### config.mk
export PLATFORM = sky130hd
export DESIGN_NAME = mem_bus_arbiter
export DESIGN_NICKNAME = d
export VERILOG_FILES = /design/src/rtl/mem_bus_arbiter_pkg.sv /design/src/rtl/mem_bus_arbiter_rr_priority_picker.sv /design/src/rtl/mem_bus_arbiter.sv
export SDC_FILE = /design/constraint.sdc
export NUM_CORES = 1
export LEC_CHECK = 0
export BUFFER_PORTS_ARGS = -buffer_cell sky130_fd_sc_hd__buf_2
export CORE_AREA = 2 2 109 111
export CTS_BUF_LIST = sky130_fd_sc_hd__clkbuf_4 sky130_fd_sc_hd__clkbuf_8
export CTS_CLUSTER_SIZE = 20
export DETAILED_ROUTE_END_ITERATION = 6
export DIE_AREA = 0 0 111 113
export MAX_ROUTING_LAYER = met4
export PLACE_DENSITY = 0.79
export SLEW_MARGIN = 40
export SYNTH_ARGS = -nofsm -noshare
export SYNTH_HDL_FRONTEND = slang
export SYNTH_SLANG_ARGS = --single-unit
export TNS_END_PERCENT = 100
### constraint.sdc
create_clock -name clk -period 2.8 [get_ports clk]
set_clock_uncertainty 0.1 [all_clocks]
set_input_delay 0.56 -clock clk [delete_from_list [all_inputs] [get_ports clk]]
set_output_delay 0.56 -clock clk [all_outputs]
set_load 0.03 [all_outputs]
### src/rtl/mem_bus_arbiter_pkg.sv
// Shared definitions for the memory bus arbiter and its round-robin picker.
package mem_bus_arbiter_pkg;

    typedef enum logic {
        ARB_IDLE = 1'b0,
        ARB_BUSY = 1'b1
    } arb_state_e;

    localparam int MEM_WSTRB_WIDTH      = 4;
    localparam int LOCK_WATCHDOG_CYCLES = 16;
    localparam int GRANT_ID_W           = 3;

endpackage

### src/rtl/mem_bus_arbiter_rr_priority_picker.sv
// Combinational round-robin picker: first eligible requester after `last`,
// searching upward with wrap-around. Also used by the IRQ scheduler.
module rr_priority_picker
    import mem_bus_arbiter_pkg::*;
#(
    parameter int N = 2
) (
    input  logic [N-1:0]            req,
    input  logic [GRANT_ID_W-1:0]   last,
    input  logic [N-1:0]            mask,
    output logic [N-1:0]            grant,
    output logic [GRANT_ID_W-1:0]   idx,
    output logic                    any
);

    logic [N-1:0] elig;
    int           best;

    // Distance from last+1 to i, modulo N; smaller distance wins.
    function automatic int rr_dist(input int i, input logic [GRANT_ID_W-1:0] l);
        return (i - int'(l) - 1 + 16 * N) % N;
    endfunction

    assign elig = req & mask;

    always_comb begin
        grant = '0;
        idx   = '0;
        best  = N;
        for (int i = 0; i < N; i++) begin
            if (elig[i] && (rr_dist(i, last) < best)) begin
                best = rr_dist(i, last);
                idx  = GRANT_ID_W'(i);
            end
        end
        any = |elig;
        if (any) grant = N'(1) << idx;
    end

endmodule

### src/rtl/mem_bus_arbiter.sv
// Round-robin arbiter sharing one memory port between NUM_REQ masters,
// with atomic-sequence lock hold and a no-response timeout fault.
module mem_bus_arbiter
    import mem_bus_arbiter_pkg::*;
#(
    parameter int NUM_REQ        = 2,
    parameter int TIMEOUT_CYCLES = 1023,
    parameter int ADDR_WIDTH     = 32
) (
    input  logic                                 clk,
    input  logic                                 resetn,
    input  logic [NUM_REQ-1:0]                   req_valid,
    input  logic [NUM_REQ-1:0]                   req_lock,
    input  logic [NUM_REQ*ADDR_WIDTH-1:0]        req_addr,
    input  logic [NUM_REQ*32-1:0]                req_wdata,
    input  logic [NUM_REQ*MEM_WSTRB_WIDTH-1:0]   req_wstrb,
    output logic [NUM_REQ-1:0]                   req_ready,
    output logic [NUM_REQ-1:0]                   req_fault,
    output logic [31:0]                          req_rdata,
    output logic                                 mem_valid,
    output logic [ADDR_WIDTH-1:0]                mem_addr,
    output logic [31:0]                          mem_wdata,
    output logic [MEM_WSTRB_WIDTH-1:0]           mem_wstrb,
    input  logic                                 mem_ready,
    input  logic [31:0]                          mem_rdata,
    output logic [GRANT_ID_W-1:0]                grant_id
);

    localparam int CNT_W = (TIMEOUT_CYCLES > 0) ? $clog2(TIMEOUT_CYCLES + 1) : 1;
    localparam int WD_W  = $clog2(LOCK_WATCHDOG_CYCLES + 1);

    arb_state_e              state, state_nxt;
    logic [GRANT_ID_W-1:0]   last, lock_id, pick_idx;
    logic                    lock_held, pick_any;
    logic [WD_W-1:0]         wd_cnt;
    logic [CNT_W-1:0]        to_cnt;
    logic [NUM_REQ-1:0]      mask, pick_grant, gnt_oh;
    logic [ADDR_WIDTH-1:0]   sel_addr;
    logic [31:0]             sel_wdata;
    logic [MEM_WSTRB_WIDTH-1:0] sel_wstrb;
    logic                    done, timeout_hit, lock_bit;

    // While a lock is held only the owner is eligible.
    assign mask = lock_held ? (NUM_REQ'(1) << lock_id) : '1;

    rr_priority_picker #(.N(NUM_REQ)) u_picker (
        .req   (req_valid),
        .last  (last),
        .mask  (mask),
        .grant (pick_grant),
        .idx   (pick_idx),
        .any   (pick_any)
    );

    always_comb begin
        sel_addr  = '0;
        sel_wdata = '0;
        sel_wstrb = '0;
        for (int i = 0; i < NUM_REQ; i++) begin
            if (pick_grant[i]) begin
                sel_addr  = req_addr[i*ADDR_WIDTH +: ADDR_WIDTH];
                sel_wdata = req_wdata[i*32 +: 32];
                sel_wstrb = req_wstrb[i*MEM_WSTRB_WIDTH +: MEM_WSTRB_WIDTH];
            end
        end
    end

    assign gnt_oh      = NUM_REQ'(1) << grant_id;
    assign lock_bit    = |(req_lock & gnt_oh);
    assign done        = (state == ARB_BUSY) && mem_ready;
    // mem_ready takes priority over an expiring timeout.
    assign timeout_hit = (TIMEOUT_CYCLES != 0) && (state == ARB_BUSY) && !mem_ready &&
                         (to_cnt == CNT_W'(TIMEOUT_CYCLES));

    assign req_ready = (done || timeout_hit) ? gnt_oh : '0;
    assign req_fault = timeout_hit ? gnt_oh : '0;
    assign req_rdata = done ? mem_rdata : '0;

    always_comb begin
        state_nxt = state;
        case (state)
            ARB_IDLE: if (pick_any) state_nxt = ARB_BUSY;
            ARB_BUSY: if (done || timeout_hit) state_nxt = ARB_IDLE;
            default:  state_nxt = ARB_IDLE;
        endcase
    end

    always_ff @(posedge clk or negedge resetn) begin
        if (!resetn) state <= ARB_IDLE;
        else         state <= state_nxt;
    end

    always_ff @(posedge clk or negedge resetn) begin
        if (!resetn) begin
            mem_valid <= 1'b0;
            mem_addr  <= '0;
            mem_wdata <= '0;
            mem_wstrb <= '0;
            grant_id  <= '0;
            last      <= GRANT_ID_W'(NUM_REQ - 1);
            lock_held <= 1'b0;
            lock_id   <= '0;
            wd_cnt    <= '0;
            to_cnt    <= '0;
        end else if (state == ARB_IDLE) begin
            if (pick_any) begin
                grant_id  <= pick_idx;
                mem_addr  <= sel_addr;
                mem_wdata <= sel_wdata;
                mem_wstrb <= sel_wstrb;
                mem_valid <= 1'b1;
                to_cnt    <= '0;
                wd_cnt    <= '0;
            end else if (lock_held) begin
                // Owner went quiet: release after the watchdog window.
                if (wd_cnt == WD_W'(LOCK_WATCHDOG_CYCLES - 1)) begin
                    lock_held <= 1'b0;
                    wd_cnt    <= '0;
                end else begin
                    wd_cnt <= wd_cnt + 1'b1;
                end
            end
        end else begin
            if (done) begin
                mem_valid <= 1'b0;
                last      <= grant_id;
                to_cnt    <= '0;
                lock_held <= lock_bit;
                lock_id   <= grant_id;
            end else if (timeout_hit) begin
                mem_valid <= 1'b0;
                last      <= grant_id;
                to_cnt    <= '0;
                lock_held <= 1'b0;
            end else if (to_cnt != '1) begin
                to_cnt <= to_cnt + 1'b1;
            end
        end
    end

endmodule

==> reports/results.txt <==
Critical path endpoint category - primary output
Ports - 283
First-pass GRT wire length - 21.53 mm
Clock Root Buffer - clkbuf_8
Hold/Removal Path Class - in -> async
Max-Cap Viols - 0
Syn Area/Cell - 9.456 um^2
GRT overflow - 0
Most frequent cells in the layout - buf_2 (279), dfrtp_1 (87), nand2_1 (76)
Initial Util - 0.3926
Dpl ws - 0.4633 ns
Post-Synthesis Cells - 468
Worst setup margin - 0.1610 ns
Most common cell after layout, fill and taps aside - buf_2
Number of global-route vias before repair - 4,402
Unique masters post-synth - 43
Leak - 3.272 nW
Clock sink count - 89
Rows - 39
Global Route Usage Sum - 0.2197
Fin Hold WS - 0.09028 ns
Fin nets - 906
Fin crit period - 2.639 ns
Post-synth top area share - 0.4976
CTS tree - built
WS Path Type - reg -> out
H-Tree Depth - 3
Yosys Warn Count - 0
Routed Antenna Nets - 0
Post-route clock period utilization - 0.9425
Largest net degree at the start of global routing - 68
Final cell count without fillers - 879
TNS Setup - 0 ns
Worst EP required - 2.14 ns
Cell Chain, Critical Path - ha_1 -> and3_1 -> and4_1 -> o21ai_2 -> nor2_1 -> buf_2
Die ar. - 0.01254 mm^2
Worst skew pair latency - 0.35 ns
Clock slew at reported path FFs - 0.09 ns
RSZ-0062 raised after global routing - false
CP Max Fanout - 6
Hold Fails Final Rpt - 0
Area leader, netlist - dfrtp_1
Share of cells above drive strength 1 - 0.4360
Cell family with most CP delay - simple AND/OR/NAND/NOR gates
TritonRoute pass-1 iters - 5
Asr flop ratio synth - 1.000
Final GP Congestion - 0.9661
Vias - 4,622
Post-Syn Area - 0.004425 mm^2
FF+latch count, synth - 89
Crit path DAT - 1.98 ns
Slew HR - 0.5931
Crit path buf inv count - 1
Post-synth EDFFs - 0
Horiz. Die Dim - 111 um
Least-Margin Pin Slew - 0.6103 ns
CP peak stage delay - 0.42 ns
Post-DP HPWL - 10.08 mm
Area Growth Syn to Fin - 38.11%
Initial antenna violation count - 2
Maximum VDD drop - 0.5594 mV
Core area - 0.01127 mm^2
Max Freq - 378.9 MHz
Max Buffers Root-to-Sink - 2
Post-Route WL - 13.39 mm
Max Slew Vio Count - 0
Wire per inst - 15.23 um
Chip height - 113 um
Cts bufs inserted - 9
Top post-synthesis cells by area - dfrtp_1 (50%), a22oi_1 (11%), nand2_1 (6.4%)
I/O Buffers - 280
Critical Path Source Type - flip-flop
DR iter-0 viols - 241
Top FF cell, synth - dfrtp_1
# DRC - 0
Sequential cell area fraction in the yosys report - 0.5035
Critical-path top delay cell - dfrtp_1
Pwr dens - 1072 mW/mm^2
Status - finished, final reports clean
Placed insts - 861
Final setup fails - 0
# hold bufs at CTS - 0
Vias per inst - 5.258
-- final cells by class --
type / count / area, um^2
tap: 143 / 178.9
timing repair buffer: 291 / 1511
clock buffer: 13 / 172.7
fill: 1072 / 5160
clock inverter: 3 / 23.77
inverter: 6 / 22.52
sequential: 89 / 2232
multi-input combinational: 332 / 1966
antenna: 2 / 5.005
-- report_power, final --
| group | internal, mW | switching, mW |
|---|---|---|
| logic | 1.04 | 2.45 |
| registers | 1.84 | 0.364 |
| clock network | 0.407 | 0.448 |
-- metrics by stage --
step | util | power, mW | cell area (um^2)
final | 0.5422 | 6.551 | 6112
after floorplan | - | 4.635 | 4429
after global routing | 0.5422 | 7.022 | 6112
after CTS | 0.5412 | 6.615 | 6101
after global placement | 0.5238 | 5.665 | 5904
after detailed placement | 0.5238 | 5.753 | 5904
-- routing by layer --
layer  GRT usage  wire [um]  vias to the layer above
li1            -          -                     2223
met1      0.2605       5448                     2162
met2      0.3746       6772                      218
met3     0.03374        888                       19
met4     0.09500        276                        0
met5           -          0                        -
-- final timing paths --
check | endpoint | from | cells past startpoint | slack, ns
worst max-delay path | req_ready[0] | to_cnt[0] | 6 | 0.16
worst min-delay path | mem_addr[6] | resetn | 1 | 0.09
worst max register to register | mem_addr[8] | lock_held | 5 | 0.71
worst min register to register | mem_addr[24] | mem_addr[24] | 2 | 0.38
max in group asynchronous | mem_wdata[16] | resetn | 2 | 1.89
min in group clk | mem_addr[18] | req_addr[50] | 3 | 0.38
-- flip-flops by register name, indices dropped and copies added, names as in the netlist --
register   cells
mem_valid      1
last           1
state          1
grant_id       1
lock_id        1
to_cnt        10
mem_wdata     32
mem_wstrb      4
wd_cnt         5
lock_held      1
mem_addr      32
-- cells by family (layout without fill, tap and decap cells) --
| logic type | Yosys count | in the layout | synth area share |
|---|---|---|---|
| compound gates | 177 | 177 | 0.2610 |
| simple gates | 144 | 144 | 0.1561 |
| flops | 89 | 89 | 0.5035 |
| buf+inv | 48 | 313 | 0.05626 |
| mux | 7 | 7 | 0.01668 |
| fa+ha+maj | 2 | 2 | 0.005654 |
| other cells | 1 | 4 | 0.0008474 |
-- what timing repair did --
| item | 4_1_cts | 5_1_grt |
|---|---|---|
| setup buffers | 0 | 0 |
| endpoints found under the hold margin | 0 | 0 |
| setup endpoints to repair | 0 | 3 |
| gates resized for setup | 0 | 2 |
-- cells in the mapped netlist, types with 4 or more instances --
| cell type | n |
|---|---|
| a21oi_1 | 7 |
| a22oi_1 | 67 |
| and3_1 | 34 |
| buf_2 | 19 |
| buf_4 | 4 |
| buf_6 | 4 |
| clkbuf_1 | 15 |
| dfrtp_1 | 88 |
| inv_1 | 6 |
| mux2i_1 | 4 |
| nand2_1 | 76 |
| nand3_1 | 6 |
| nor2_1 | 9 |
| o21ai_0 | 56 |
| o21ai_1 | 26 |
No activity file was read; power rests on OpenSTA's default activity.
